$ cat src/rtl/pattern_pkg.sv
// Shared types and constants for the pattern transmitter: FSM encoding,
// sync header default, counter sizing helper and the registered output bundle.
package pattern_pkg;

    typedef enum logic [1:0] {
        IDLE = 2'b00,
        SYNC = 2'b01,
        DATA = 2'b10,
        DONE = 2'b11
    } state_e;

    localparam int unsigned SYNC_LEN = 5;
    localparam int unsigned SIW      = $clog2(SYNC_LEN);

    localparam logic [SYNC_LEN-1:0] SYNC_PAT_DEFAULT = 5'b11010;

    typedef struct packed {
        logic out;
        logic out_valid;
        logic busy;
        logic done;
    } tx_status_t;

    // Counter must hold max(SYNC_LEN, dw) without wrapping.
    function automatic int unsigned cnt_width(input int unsigned dw);
        int unsigned m;
        m = (dw > SYNC_LEN) ? dw : SYNC_LEN;
        return $clog2(m + 1);
    endfunction

endpackage

$ cat src/rtl/pattern_tx_if.sv
// Frame request and serial output bundle between a requester and pattern_tx.
interface pattern_tx_if #(
    parameter int unsigned DW = 8
);
    logic          start;
    logic [DW-1:0] data_in;
    logic [3:0]    len;
    logic          out;
    logic          out_valid;
    logic          busy;
    logic          done;

    modport master (
        output start, data_in, len,
        input  out, out_valid, busy, done
    );

    modport slave (
        input  start, data_in, len,
        output out, out_valid, busy, done
    );
endinterface

$ cat src/rtl/pattern_tx_piso_shift.sv
// Parallel-load, shift-left payload register; msb is the next bit to transmit.
module piso_shift #(
    parameter int unsigned DW = 8
) (
    input  logic          clk,
    input  logic          rst,
    input  logic          load,
    input  logic          shift,
    input  logic [DW-1:0] data,
    output logic          msb
);

    logic [DW-1:0] sh_q, sh_d;

    always_comb begin
        sh_d = sh_q;
        if (load) begin
            sh_d = data;
        end else if (shift) begin
            sh_d = sh_q << 1;
        end
    end

    always_ff @(posedge clk) begin
        if (!rst) begin
            sh_q <= '0;
        end else begin
            sh_q <= sh_d;
        end
    end

    assign msb = sh_q[DW-1];

endmodule

$ cat src/rtl/pattern_tx.sv
// Serial frame transmitter: sync header then L payload bits MSB-first,
// followed by a one-cycle done pulse. All outputs come straight from flops.
module pattern_tx
    import pattern_pkg::*;
#(
    parameter int unsigned         DW       = 8,
    parameter logic [SYNC_LEN-1:0] SYNC_PAT = SYNC_PAT_DEFAULT
) (
    input  logic        clk,
    input  logic        rst,
    pattern_tx_if.slave bus
);

    localparam int unsigned CW = cnt_width(DW);

    state_e        state_q, state_d;
    logic [CW-1:0] cnt_q, cnt_d;
    logic [CW-1:0] len_q, len_d;
    tx_status_t    st_q, st_d;

    logic          load;
    logic          shift;
    logic          msb;
    logic [CW-1:0] l_eff;
    logic [DW-1:0] load_data;

    // Payload is pre-aligned so bit L-1 sits at the register MSB.
    always_comb begin
        if ((bus.len == '0) || (32'(bus.len) > DW)) begin
            l_eff = CW'(DW);
        end else begin
            l_eff = CW'(bus.len);
        end
        load_data = bus.data_in << (DW - 32'(l_eff));
    end

    // Next-state and registered-output decode; out_d looks one cycle ahead,
    // so the payload register shifts as each bit is committed to st_q.
    always_comb begin
        state_d = state_q;
        cnt_d   = cnt_q;
        len_d   = len_q;
        st_d    = '0;
        load    = 1'b0;
        shift   = 1'b0;

        case (state_q)
            IDLE: begin
                if (bus.start) begin
                    state_d        = SYNC;
                    cnt_d          = CW'(SYNC_LEN - 1);
                    len_d          = l_eff;
                    load           = 1'b1;
                    st_d.out       = SYNC_PAT[SIW'(SYNC_LEN - 1)];
                    st_d.out_valid = 1'b1;
                    st_d.busy      = 1'b1;
                end
            end
            SYNC: begin
                st_d.busy      = 1'b1;
                st_d.out_valid = 1'b1;
                if (cnt_q != '0) begin
                    cnt_d    = cnt_q - CW'(1);
                    st_d.out = SYNC_PAT[SIW'(cnt_q - CW'(1))];
                end else begin
                    state_d  = DATA;
                    cnt_d    = len_q - CW'(1);
                    st_d.out = msb;
                    shift    = 1'b1;
                end
            end
            DATA: begin
                st_d.busy = 1'b1;
                if (cnt_q != '0) begin
                    cnt_d          = cnt_q - CW'(1);
                    st_d.out       = msb;
                    st_d.out_valid = 1'b1;
                    shift          = 1'b1;
                end else begin
                    state_d   = DONE;
                    cnt_d     = '0;
                    st_d.done = 1'b1;
                end
            end
            DONE: begin
                state_d = IDLE;
                cnt_d   = '0;
            end
            default: begin
                state_d = IDLE;
                cnt_d   = '0;
            end
        endcase
    end

    always_ff @(posedge clk) begin
        if (!rst) begin
            state_q <= IDLE;
            cnt_q   <= '0;
            len_q   <= '0;
            st_q    <= '0;
        end else begin
            state_q <= state_d;
            cnt_q   <= cnt_d;
            len_q   <= len_d;
            st_q    <= st_d;
        end
    end

    piso_shift #(
        .DW (DW)
    ) u_piso (
        .clk   (clk),
        .rst   (rst),
        .load  (load),
        .shift (shift),
        .data  (load_data),
        .msb   (msb)
    );

    assign bus.out       = st_q.out;
    assign bus.out_valid = st_q.out_valid;
    assign bus.busy      = st_q.busy;
    assign bus.done      = st_q.done;

endmodule
$ cat src/flat_wrapper.sv
// flat-port wrapper written by rule: the top's interface ports become plain ports
module pattern_tx_flat import pattern_pkg::*;
#(
    parameter int unsigned         DW       = 8,
    parameter logic [SYNC_LEN-1:0] SYNC_PAT = SYNC_PAT_DEFAULT
)
  (clk, rst, bus_start, bus_data_in, bus_len, bus_out, bus_out_valid, bus_busy, bus_done);
  pattern_tx_if #(.DW(DW)) bus_i ();
  input  logic clk;
  input  logic rst;
  input wire logic [$bits(bus_i.start)-1:0] bus_start;
  input wire logic [$bits(bus_i.data_in)-1:0] bus_data_in;
  input wire logic [$bits(bus_i.len)-1:0] bus_len;
  output wire logic [$bits(bus_i.out)-1:0] bus_out;
  output wire logic [$bits(bus_i.out_valid)-1:0] bus_out_valid;
  output wire logic [$bits(bus_i.busy)-1:0] bus_busy;
  output wire logic [$bits(bus_i.done)-1:0] bus_done;
  assign bus_i.start = bus_start;
  assign bus_i.data_in = bus_data_in;
  assign bus_i.len = bus_len;
  assign bus_out = bus_i.out;
  assign bus_out_valid = bus_i.out_valid;
  assign bus_busy = bus_i.busy;
  assign bus_done = bus_i.done;
  pattern_tx #(.DW(DW), .SYNC_PAT(SYNC_PAT)) u_core (.clk(clk), .rst(rst), .bus(bus_i));
endmodule
$ cat config.mk
export PLATFORM = sky130hd
export DESIGN_NAME = pattern_tx_flat
export DESIGN_NICKNAME = d
export VERILOG_FILES = /design/src/rtl/pattern_pkg.sv /design/src/rtl/pattern_tx_if.sv /design/src/rtl/pattern_tx_piso_shift.sv /design/src/rtl/pattern_tx.sv /design/src/flat_wrapper.sv
export SDC_FILE = /design/constraint.sdc
export NUM_CORES = 1
export LEC_CHECK = 0
export ABC_AREA = 1
export BUFFER_PORTS_ARGS = -buffer_cell sky130_fd_sc_hd__buf_2
export CAP_MARGIN = 20
export CELL_PAD_IN_SITES_DETAIL_PLACEMENT = 0
export CELL_PAD_IN_SITES_GLOBAL_PLACEMENT = 1
export CORE_MARGIN = 2
export CORE_UTILIZATION = 40
export CTS_CLUSTER_SIZE = 25
export DETAILED_ROUTE_END_ITERATION = 10
export PLACE_DENSITY_LB_ADDON = 0.1
export SYNTH_ARGS = -nofsm -noshare
export SYNTH_HDL_FRONTEND = slang
export SYNTH_SLANG_ARGS = --single-unit
$ cat constraint.sdc
create_clock -name clk -period 2.55 [get_ports clk]
set_input_delay 0.1275 -clock clk [delete_from_list [all_inputs] [get_ports clk]]
set_output_delay 0.1275 -clock clk [all_outputs]
set_load 0.03 [all_outputs]
==> results of run 1 <==
[cell usage after synthesis, drive strengths merged]
cell type  number  share of area [%]
nand3          28                 10
ha              9                7.5
nor3            3                1.0
dfxtp          22                 29
a22oi           1               0.50
nand4           2               0.83
or2             1               0.42
and2            1               0.42
a211oi          2                1.0
clkinv          1               0.25
o21ai          14                4.7
a31oi           1               0.42
xnor2           2                1.2
a21oi          25                9.3
nor2           11                2.9
o22ai           2               0.83
nand2          43                 13
inv            27                6.9
buf             6                4.0
xor2            3                3.0
a221oi          1               0.58
o211ai          2                1.0
clkbuf          1               0.25
[per-layer routing]
metal,routed length [um],part of all wire [%],vias to the layer above
li1,-,-,722
met5,0,0,-
met1,1442,44,638
met4,63,1.9,0
met2,1626,50,33
met3,117,3.6,8
[registers in the layout, summed over array words and instances, names as in the netlist]
signal                flops
u_core.bus.busy           1
u_core.bus.done           1
u_core.bus.out            1
u_core.bus.out_valid      1
u_core.cnt_q              4
u_core.len_q              4
u_core.state_q            2
u_core.u_piso.sh_q        8
[power by group through the flow]
stage          registers (mW)  logic, mW  clock network [mW]
6_report                0.520      0.864               0.330
5_1_grt                 0.536      0.997               0.353
4_1_cts                 0.519      0.871               0.335
3_5_place_dp            0.527      0.868                   0
3_3_place_gp            0.523      0.860                   0
2_1_floorplan           0.563      0.655                   0
[kinds of logic (layout without fill, tap and decap cells)]
logic type               count (synthesis)  in the layout  share of synthesized area [%]
AND/OR/NAND/NOR                         89             89                          29.31
AO/OA/AOI/OAI                           48             48                          18.32
buffers and inverters                   35             50                          11.41
XOR/XNOR                                 5              5                          4.164
adder cells (fa/ha/maj)                  9              9                          7.494
flip-flops                              22             22                          29.31
[metrics by stage]
stage               util [%]  hold slack [ns]
finish                 45.70           0.1514
global route           45.70           0.1604
CTS                    45.70           0.1569
detailed placement     43.73           0.4402
global placement       43.73           0.4302
floorplan                  -           0.2847
[worst max path at each step]
stage                      startpoint                     to  slack (ns)  cells after the start
floorplan                  bus_len[3]  u_core.u_piso.sh_q[4]        1.03                     11
global placement           bus_len[3]  u_core.u_piso.sh_q[6]        0.82                     11
detailed placement         bus_len[3]  u_core.u_piso.sh_q[4]        0.80                      9
CTS                 u_core.state_q[0]  u_core.u_piso.sh_q[6]        0.82                      9
global route        u_core.state_q[0]  u_core.u_piso.sh_q[6]        0.59                      9
finish              u_core.state_q[0]  u_core.u_piso.sh_q[6]        0.82                      9
[layout make-up]
class | instances | area, um2
fill | 392 | 1973
multi-input combinational | 151 | 890.9
sequential | 22 | 440.4
inverter | 28 | 107.6
timing repair buffer | 18 | 90.09
tap | 48 | 60.06
clock buffer | 3 | 41.29
clock inverter | 1 | 30.03
[worst register-to-register path, cell delays in order, from the launching register on]
cell	delay [ns]
sky130_fd_sc_hd__dfxtp_1	0.33
sky130_fd_sc_hd__inv_1	0.12
sky130_fd_sc_hd__ha_1	0.20
sky130_fd_sc_hd__nand2_2	0.18
sky130_fd_sc_hd__inv_2	0.25
sky130_fd_sc_hd__nand2_1	0.13
sky130_fd_sc_hd__a21oi_1	0.13
sky130_fd_sc_hd__nand2_1	0.07
sky130_fd_sc_hd__and2_1	0.14
sky130_fd_sc_hd__a21oi_2	0.10
==> summary.md, run 1 <==
| Metric | Value |
|---|---|
| Stage delay of the slowest cell on the critical path | `0.33 ns` |
| Detailed placer's ending HPWL | `2587 um` |
| Number of setup violations in the final report | `0` |
| Launch instance of the worst register-to-register path | `u_core.state_q[0]` |
| Antenna violations before repair | `0` |
| Clock tree from TritonCTS | `yes` |
| Library cell contributing the largest single delay on the critical path | `sky130_fd_sc_hd__dfxtp_1` |
| Number of optimization iterations in the first detailed-route pass | `4` |
| Most frequent standard cell in the layout excluding fill and tap cells | `sky130_fd_sc_hd__nand2_1` |
| Initial Utilization | `41.36%` |
| Std-Cell Core Area | `0.003633 mm2` |
| Cell internal pwr | `974.6 uW` |
| CTS H-tree depth | `1` |
| Clock latency reported for the late side of the worst-skew pair | `0.26 ns` |
| Dominant delay contributor by cell family on the critical path | `simple AND/OR/NAND/NOR gates` |
| Maxcap violations | `0` |
| Crit path buf inv count | `2` |
| Maximum number of pins on one net before global-route repair | `15` |
| Drt initial violations | `43` |
| Met3 routing resource usage after global routing | `2.911%` |
| Setup crit start kind | `flop` |
| ANT nets after route | `0` |
| Run status | `finished, final reports clean` |
| Overall power of the completed layout | `1.714 mW` |
| Minimum period implied by the final worst setup slack | `1.726 ns` |
| DR WL/cell | `11.99 um` |
| Remaining global-route overflow | `0` |
| Sequential fraction of design power | `30.3%` |
| Flops & latches, synth | `22` |
| Clock buffer depth | `2` |
| Share of final-layout standard cells stronger than drive strength 1 | `21.08%` |
| RSZ-0062 raised after global routing | `no` |
| Final estimated routing congestion in global placement | `0.9411` |
| Crit Path Category | `flop to flop` |
| Share of the cycle needed by the critical path after routing | `67.68%` |
| Total net switching power | `739.1 uW` |
| Via Count | `1401` |
| Top cell by count, worst path | `sky130_fd_sc_hd__nand2_1` |
| Placed insts | `267` |
| Die Ht | `65.29 um` |
| Vias in the first global route | `1388` |
| Fraction of power consumed by combinational cells | `50.4%` |
| Setup TNS | `0 ns` |
| Die area | `0.004263 mm2` |
| Worst vdd ir | `0.0003492 V` |
| Number of hold buffers added after cts | `0` |
| Inserted Diodes | `0` |
| Final count of pins violating max slew | `0` |
| Arrival time of data at the critical path endpoint | `1.93 ns` |
| Met2 global-route usage | `32.91%` |
| Worst R2R Setup Slack | `0.82 ns` |
| Cell Chain, Critical Path | `inv_1 > ha_1 > nand2_2 > inv_2 > nand2_1 > a21oi_1 > nand2_1 > and2_1 > a21oi_2` |
| Skew final | `0.001591 ns` |
| DR vias/cell | `5.170` |
| Post-CTS sizing | `0` |
| Number of top-level pins | `19` |
| Worst EP required | `2.76 ns` |
| Overall routed net length | `3249 um` |
| Total standard cell area after synthesis | `0.001503 mm2` |
| Number of nets in the layout | `248` |
| Sequential element share of the synthesized area | `29.31%` |
| Most congested layer reported by global routing | `met2` |
| Worst hold path endpoint | `u_core.len_q[1]` |
| Cells on Worst Hold Path | `3` |
| Number of nets in the synthesized netlist | `232` |
| Switching part of the total | `43.13%` |
| DRC | `0` |
| GRT Overall Usage | `17.76%` |
| Post-Syn Area per Cell | `7.224 um2` |
| Clock transition at the registers of the reported paths | `0.08 ns` |
| Met1 layer usage reported by global route | `19.87%` |
| Class of the worst hold path | `input port to flop` |
| Final worst slack | `0.8243 ns` |
| Minimum setup slack after placement | `0.8015 ns` |
| Fin cells | `271` |
| Cell variety after synth | `35` |
| Count of synthesis-stage warnings from yosys | `0` |
| Critical Path Fanout Max | `14` |
| Gate count after technology mapping | `208` |
| HP Start | `bus_len[1]` |
| Transition time at the pin with the least slew margin | `0.4018 ns` |
| Worst R2R End | `u_core.u_piso.sh_q[6]` |
| Die Width | `65.29 um` |
| Peak Freq | `579.5 MHz` |
| Part of the power in the clock network | `19.3%` |
| Hold violation total from the final report | `0` |
| Buffers added on ports | `18` |
| TritonCTS buffer count | `3` |
| Crit path capture type | `flop` |
| Relative area change from synthesis to final layout | `10.49%` |
| Reported leakage power | `0.7851 nW` |
| Root buffer cell | `sky130_fd_sc_hd__clkbuf_8` |
| Leading cell types in the layout, fill and taps excluded | `sky130_fd_sc_hd__nand2_1, sky130_fd_sc_hd__nand3_1, sky130_fd_sc_hd__dfxtp_1, sky130_fd_sc_hd__a21oi_1, sky130_fd_sc_hd__inv_1` |
| Global-route wire length before repair | `5899 um` |
| Number of placement rows | `22` |
| Post-CTS Setup Inserts | `0` |
| Design area | `0.001660 mm2` |
| Power density over cell area | `1032 mW/mm2` |
| CTS sink cnt | `22` |
| Placed Instance Area | `0.001589 mm2` |
| Slew HR | `72.93%` |
| Worst Reg2Reg Path Length in Cells | `9` |
Note: power is estimated with default switching activity, not from simulation.
==> run 2, diff against run 1 <==
Clock period 2.55 ns to 1.8 ns, I/O delays scaled along.
==> summary.md, run 2 (synthesized netlist as in run 1, its figures left out) <==
| Metric | Value |
|---|---|
| Maxcap violations | `0 (unchanged)` |
| RSZ-0062 raised after global routing | `no` |
| Maximum number of pins on one net before global-route repair | `13 (-2)` |
| Run status | `finished, final reports clean` |
| Initial Utilization | `41.36% (unchanged)` |
| Final estimated routing congestion in global placement | `0.8441 (-10%)` |
| Reported leakage power | `0.8066 nW (+2.7%)` |
| Share of the cycle needed by the critical path after routing | `86.65% (+19 points)` |
| Slew HR | `80.96% (+8.0 points)` |
| Skew final | `0.005751 ns (+0.004161 ns)` |
| Worst vdd ir | `0.0005098 V (+46%)` |
| DRC | `0 (unchanged)` |
| Most frequent standard cell in the layout excluding fill and tap cells | `sky130_fd_sc_hd__nand2_1` |
| Final count of pins violating max slew | `0 (unchanged)` |
| Met2 global-route usage | `32.65% (-0.26 points)` |
| Worst EP required | `1.98 ns (-0.78 ns)` |
| Library cell contributing the largest single delay on the critical path | `sky130_fd_sc_hd__dfxtp_1` |
| Share of final-layout standard cells stronger than drive strength 1 | `23.14% (+2.1 points)` |
| Max reg flops | `8 (unchanged)` |
| Crit Path Category | `flop to flop` |
| DR vias/cell | `5.083 (-1.7%)` |
| Vias in the first global route | `1403 (+1.1%)` |
| Dominant delay contributor by cell family on the critical path | `compound AO/OA/AOI/OAI gates` |
| Clock tree from TritonCTS | `yes` |
| GRT Overall Usage | `16.97% (-0.78 points)` |
| Transition time at the pin with the least slew margin | `0.2826 ns (-0.1192 ns)` |
| Arrival time of data at the critical path endpoint | `1.74 ns (-0.19 ns)` |
| Post-CTS sizing | `0 (unchanged)` |
| ANT nets after route | `0 (unchanged)` |
| Drt initial violations | `77 (+79%)` |
| Overall routed net length | `3188 um (-1.9%)` |
| Die Ht | `65.29 um (unchanged)` |
| Met1 layer usage reported by global route | `19.05% (-0.82 points)` |
| Die area | `0.004263 mm2 (unchanged)` |
| Met3 routing resource usage after global routing | `2.911% (unchanged)` |
| Top reg by flops | `u_core.u_piso.sh_q` |
| Peak Freq | `641.2 MHz (+11%)` |
| Die Width | `65.29 um (unchanged)` |
| Crit path capture type | `flop` |
| Crit path buf inv count | `1 (-1)` |
| Setup TNS | `0 ns (unchanged)` |
| Inserted Diodes | `0 (unchanged)` |
| Cell Chain, Critical Path | `inv_1 > ha_1 > o21ai_0 > nand2_1 > a211oi_1` |
| Remaining global-route overflow | `0 (unchanged)` |
| Stage delay of the slowest cell on the critical path | `0.37 ns (+0.04 ns)` |
| Number of placement rows | `22 (unchanged)` |
| Power density over cell area | `1427 mW/mm2 (+38%)` |
| CTS sink cnt | `22 (unchanged)` |
| Clock latency reported for the late side of the worst-skew pair | `0.26 ns (about the same)` |
| Root buffer cell | `sky130_fd_sc_hd__clkbuf_8` |
| TritonCTS buffer count | `3 (unchanged)` |
| Number of setup violations in the final report | `0 (unchanged)` |
| Antenna violations before repair | `0 (unchanged)` |
| Global-route wire length before repair | `5740 um (-2.7%)` |
| Number of optimization iterations in the first detailed-route pass | `4 (unchanged)` |
| Leading cell types in the layout, fill and taps excluded | `sky130_fd_sc_hd__nand2_1, sky130_fd_sc_hd__nand3_1, sky130_fd_sc_hd__dfxtp_1, sky130_fd_sc_hd__a21oi_1, sky130_fd_sc_hd__inv_1` |
| Clock buffer depth | `2 (unchanged)` |
| Most congested layer reported by global routing | `met2` |
| Buffers added on ports | `18 (unchanged)` |
| Relative area change from synthesis to final layout | `12.41%` |
| Critical Path Fanout Max | `5 (-9)` |
| Minimum period implied by the final worst setup slack | `1.560 ns (-0.1661 ns)` |
| DR WL/cell | `11.51 um (-4.0%)` |
| Number of nets in the layout | `254 (+2.4%)` |
| Number of hold buffers added after cts | `0 (unchanged)` |
| Setup crit start kind | `flop` |
| Final worst slack | `0.2404 ns (-0.5839 ns)` |
| Hold violation total from the final report | `0 (unchanged)` |
| Registers with the highest flip-flop counts | `u_core.u_piso.sh_q (8), u_core.cnt_q (4), u_core.len_q (4)` |
| Via Count | `1408 (+0.50%)` |
| Number of top-level pins | `19 (unchanged)` |
| Std-Cell Core Area | `0.003633 mm2 (unchanged)` |
| Minimum setup slack after placement | `0.1405 ns (-0.6611 ns)` |
| Class of the worst hold path | `input port to flop` |
| CTS H-tree depth | `1 (unchanged)` |
| Clock transition at the registers of the reported paths | `0.08 ns (about the same)` |
| Post-CTS Setup Inserts | `0 (unchanged)` |
| Detailed placer's ending HPWL | `2593 um (+0.23%)` |
-- run 2: where the power goes --
group	leakage, nW	total [mW]	internal (mW)	switching, mW
clock network	0.0288	0.358	0.195	0.163
registers	0.181	0.733	0.646	0.0873
logic	0.597	1.32	0.514	0.805
total	0.807	2.41	1.35	1.06
-- run 2: worst reg2reg max path: cells and delay by family (launching register included) --
kind	cells	cell delay [ns]
compound gates	2	0.55
flops	1	0.37
fa+ha+maj	1	0.27
simple gates	1	0.18
buf+inv	1	0.10
-- run 2: path summary, 6_finish.rpt --
path                        to              start  slack, ns  cells past startpoint
max          u_core.state_q[0]  u_core.state_q[0]       0.24                      5
min            u_core.len_q[1]         bus_len[1]       0.14                      3
max reg2reg  u_core.state_q[0]  u_core.state_q[0]       0.24                      5
min reg2reg    u_core.cnt_q[1]    u_core.cnt_q[1]       0.47                      2
-- run 2: metrics by stage --
step           util (%)  std cells  instance area [um2]  hold WS [ns]  power (mW)
2_1_floorplan         -        208                 1503        0.2472       1.725
3_3_place_gp      44.97        273                 1634        0.4072       2.042
3_5_place_dp      44.97        273                 1634        0.4115       2.063
4_1_cts           46.49        277                 1689        0.1330       2.423
5_1_grt           46.49        277                 1689        0.1445       2.652
6_report          46.49        277                 1689        0.1383       2.411
-- run 2: layout make-up --
type                       instances  area [um2]
multi-input combinational        151       890.9
timing repair buffer              24       135.1
inverter                          28       107.6
sequential                        22       440.4
tap                               48       60.06
clock buffer                       4       55.05
fill                             389        1944
-- run 2: layer usage --
metal  vias to the layer above  routed length, um
met1                       637               1384
met5                         -                  0
li1                        735                  -
met3                         4                128
met2                        32               1645
met4                         0                 30
==> run 3, diff against run 2 <==
--- a/config.mk
+++ b/config.mk
@@ -12,5 +12,5 @@
 export CELL_PAD_IN_SITES_GLOBAL_PLACEMENT = 1
 export CORE_MARGIN = 2
-export CORE_UTILIZATION = 40
+export CORE_UTILIZATION = 41
 export CTS_CLUSTER_SIZE = 25
 export DETAILED_ROUTE_END_ITERATION = 10
==> constraint.sdc (replaced) <==
create_clock -name clk -period 1.8 [get_ports clk]
set_input_delay 0.18 -clock clk [delete_from_list [all_inputs] [get_ports clk]]
set_output_delay 0.18 -clock clk [all_outputs]
set_load 0.03 [all_outputs]
==> summary.md, run 3 (synthesized netlist as in run 1, its figures left out) <==
| Metric | Value |
|---|---|
| Fin cells | `277 (unchanged)` |
| ANT nets after route | `0 (unchanged)` |
| Skew final | `0.007811 ns (+0.002059 ns)` |
| Global-route wire length before repair | `5644 um (-1.7%)` |
| Worst Reg2Reg Path Length in Cells | `6 (+1)` |
| Final count of pins violating max slew | `0 (unchanged)` |
| Layout fillers | `371 (-4.6%)` |
| Hold violation total from the final report | `0 (unchanged)` |
| Crit path capture type | `flop` |
| Worst EP required | `2.00 ns (+0.02 ns)` |
| Class of the worst hold path | `input port to flop` |
| Most frequent standard cell in the layout excluding fill and tap cells | `sky130_fd_sc_hd__nand2_1` |
| Power density over cell area | `1423 mW/mm2 (-0.28%)` |
| Minimum period implied by the final worst setup slack | `1.576 ns (+0.01627 ns)` |
| DR WL/cell | `11.15 um (-3.1%)` |
| Final core utilization | `49.74% (+3.3 points)` |
| Minimum setup slack after placement | `0.2107 ns (+0.07024 ns)` |
| Peak Freq | `634.6 MHz (-1.0%)` |
| Die area | `0.004165 mm2 (-2.3%)` |
| Critical Path Fanout Max | `5 (unchanged)` |
| Maximum number of pins on one net before global-route repair | `14 (+1)` |
| Post-CTS Setup Inserts | `0 (unchanged)` |
| Relative area change from synthesis to final layout | `13.07%` |
| Number of nets in the layout | `256 (+0.79%)` |
| DRC | `0 (unchanged)` |
| Reported leakage power | `0.8151 nW (+1.0%)` |
| Placed insts | `273 (unchanged)` |
| Worst vdd ir | `0.0004376 V (-14%)` |
| Inserted Diodes | `0 (unchanged)` |
| Run status | `finished, final reports clean` |
| Clock latency reported for the late side of the worst-skew pair | `0.30 ns (+0.04 ns)` |
| Root buffer cell | `sky130_fd_sc_hd__clkbuf_4` |
| Std-Cell Core Area | `0.003416 mm2 (-6.0%)` |
| Worst R2R Setup Slack | `0.22 ns (-0.02 ns)` |
| Antenna violations before repair | `0 (unchanged)` |
| Setup TNS | `0 ns (unchanged)` |
| Die Ht | `64.54 um (-1.1%)` |
| Final worst slack | `0.2241 ns (-0.01627 ns)` |
| RSZ-0062 raised after global routing | `no` |
| CTS sink cnt | `22 (unchanged)` |
| Design area | `0.001699 mm2 (+0.59%)` |
| Top reg by flops | `u_core.u_piso.sh_q` |
| HP Start | `bus_len[1]` |
| Number of optimization iterations in the first detailed-route pass | `5 (+1)` |
| Transition time at the pin with the least slew margin | `0.3205 ns (+0.03794 ns)` |
| Area of all sequential standard cells | `440.4 um2 (unchanged)` |
| Vias in the first global route | `1337 (-4.7%)` |
| Worst hold slack | `0.1564 ns (+0.01808 ns)` |
| Slew HR | `78.41% (-2.6 points)` |
| GRT Overall Usage | `16.95% (-0.026 points)` |
| Die Width | `64.54 um (-1.1%)` |
| Maxcap violations | `0 (unchanged)` |
| Number of placement rows | `21 (-4.5%)` |
| Worst hold path endpoint | `u_core.len_q[1]` |
| Cells on Worst Hold Path | `3 (unchanged)` |
| Post-CTS sizing | `0 (unchanged)` |
| Number of top-level pins | `19 (unchanged)` |
| Number of setup violations in the final report | `0 (unchanged)` |
| Max reg flops | `8 (unchanged)` |
| Setup crit start kind | `flop` |
| Placed Instance Area | `0.001647 mm2 (+0.77%)` |
| Clock tree from TritonCTS | `yes` |
| Buffers added on ports | `18 (unchanged)` |
| Share of final-layout standard cells stronger than drive strength 1 | `23.81% (+0.67 points)` |
| Launch instance of the worst register-to-register path | `u_core.state_q[0]` |
| Clock transition at the registers of the reported paths | `0.13 ns (+0.05 ns)` |
| Clock buffer depth | `2 (unchanged)` |
| TritonCTS buffer count | `3 (unchanged)` |
| CTS H-tree depth | `1 (unchanged)` |
| Worst R2R End | `u_core.state_q[0]` |
| Leading cell types in the layout, fill and taps excluded | `sky130_fd_sc_hd__nand2_1, sky130_fd_sc_hd__nand3_1, sky130_fd_sc_hd__dfxtp_1, sky130_fd_sc_hd__a21oi_1, sky130_fd_sc_hd__inv_1` |
| Remaining global-route overflow | `0 (unchanged)` |
| Via Count | `1416 (+0.57%)` |
| Arrival time of data at the critical path endpoint | `1.78 ns (+0.04 ns)` |
| DR vias/cell | `5.112 (+0.57%)` |
| Crit Path Category | `flop to flop` |
| Overall routed net length | `3088 um (-3.1%)` |
| Final estimated routing congestion in global placement | `0.8473 (+0.38%)` |
| Initial Utilization | `43.99% (+2.6 points)` |
| Registers with the highest flip-flop counts | `u_core.u_piso.sh_q (8), u_core.cnt_q (4), u_core.len_q (4)` |
| Drt initial violations | `65 (-16%)` |
| Overall power of the completed layout | `2.418 mW (+0.31%)` |
| Share of the cycle needed by the critical path after routing | `87.55% (+0.90 points)` |
| Detailed placer's ending HPWL | `2567 um (-0.99%)` |
| Area used by multi-input combinational logic | `890.9 um2 (unchanged)` |
| Number of hold buffers added after cts | `0 (unchanged)` |
==> run 3: worst max path at each step <==
stage / depth (start not counted) / slack, ns / to / from
final: 6 / 0.22 / u_core.state_q[0] / u_core.state_q[0]
after global placement: 11 / 0.26 / u_core.u_piso.sh_q[6] / bus_len[3]
after detailed placement: 11 / 0.21 / u_core.u_piso.sh_q[6] / bus_len[3]
after global routing: 6 / 0.11 / u_core.state_q[0] / u_core.state_q[0]
after CTS: 6 / 0.23 / u_core.state_q[0] / u_core.state_q[0]
after floorplan: 11 / 0.23 / u_core.u_piso.sh_q[4] / bus_len[3]
==> run 3: cell type report <==
type                       instances  share of cell area (%)
multi-input combinational        151                   52.43
sequential                        22                   25.92
timing repair buffer              26                   8.837
inverter                          28                   6.333
tap                               46                   3.387
clock inverter                     1                   1.767
clock buffer                       3                   1.325
==> run 3: where the power goes <==
part | switching [mW] | internal (mW)
Sequential | 0.0889 | 0.645
Combinational | 0.794 | 0.517
Clock | 0.148 | 0.225
==> run 3: worst max-delay path, cell delays in order (launching register included) <==
cell and delay (ns):
sky130_fd_sc_hd__dfxtp_1 0.39, sky130_fd_sc_hd__inv_1 0.10, sky130_fd_sc_hd__ha_1 0.26, sky130_fd_sc_hd__o21ai_0 0.31, sky130_fd_sc_hd__nand2_1 0.17, sky130_fd_sc_hd__nor3_1 0.18, sky130_fd_sc_hd__a211oi_1 0.06
==> run 3: layer usage <==
metal	wire length (um)	global-route usage [%]	part of all wire (%)	vias to the layer above
met4	40	6.915	1.3	0
li1	-	-	-	736
met2	1538	29.43	50	28
met1	1391	20.56	45	648
met5	0	0	0	-
met3	118	3.125	3.8	4
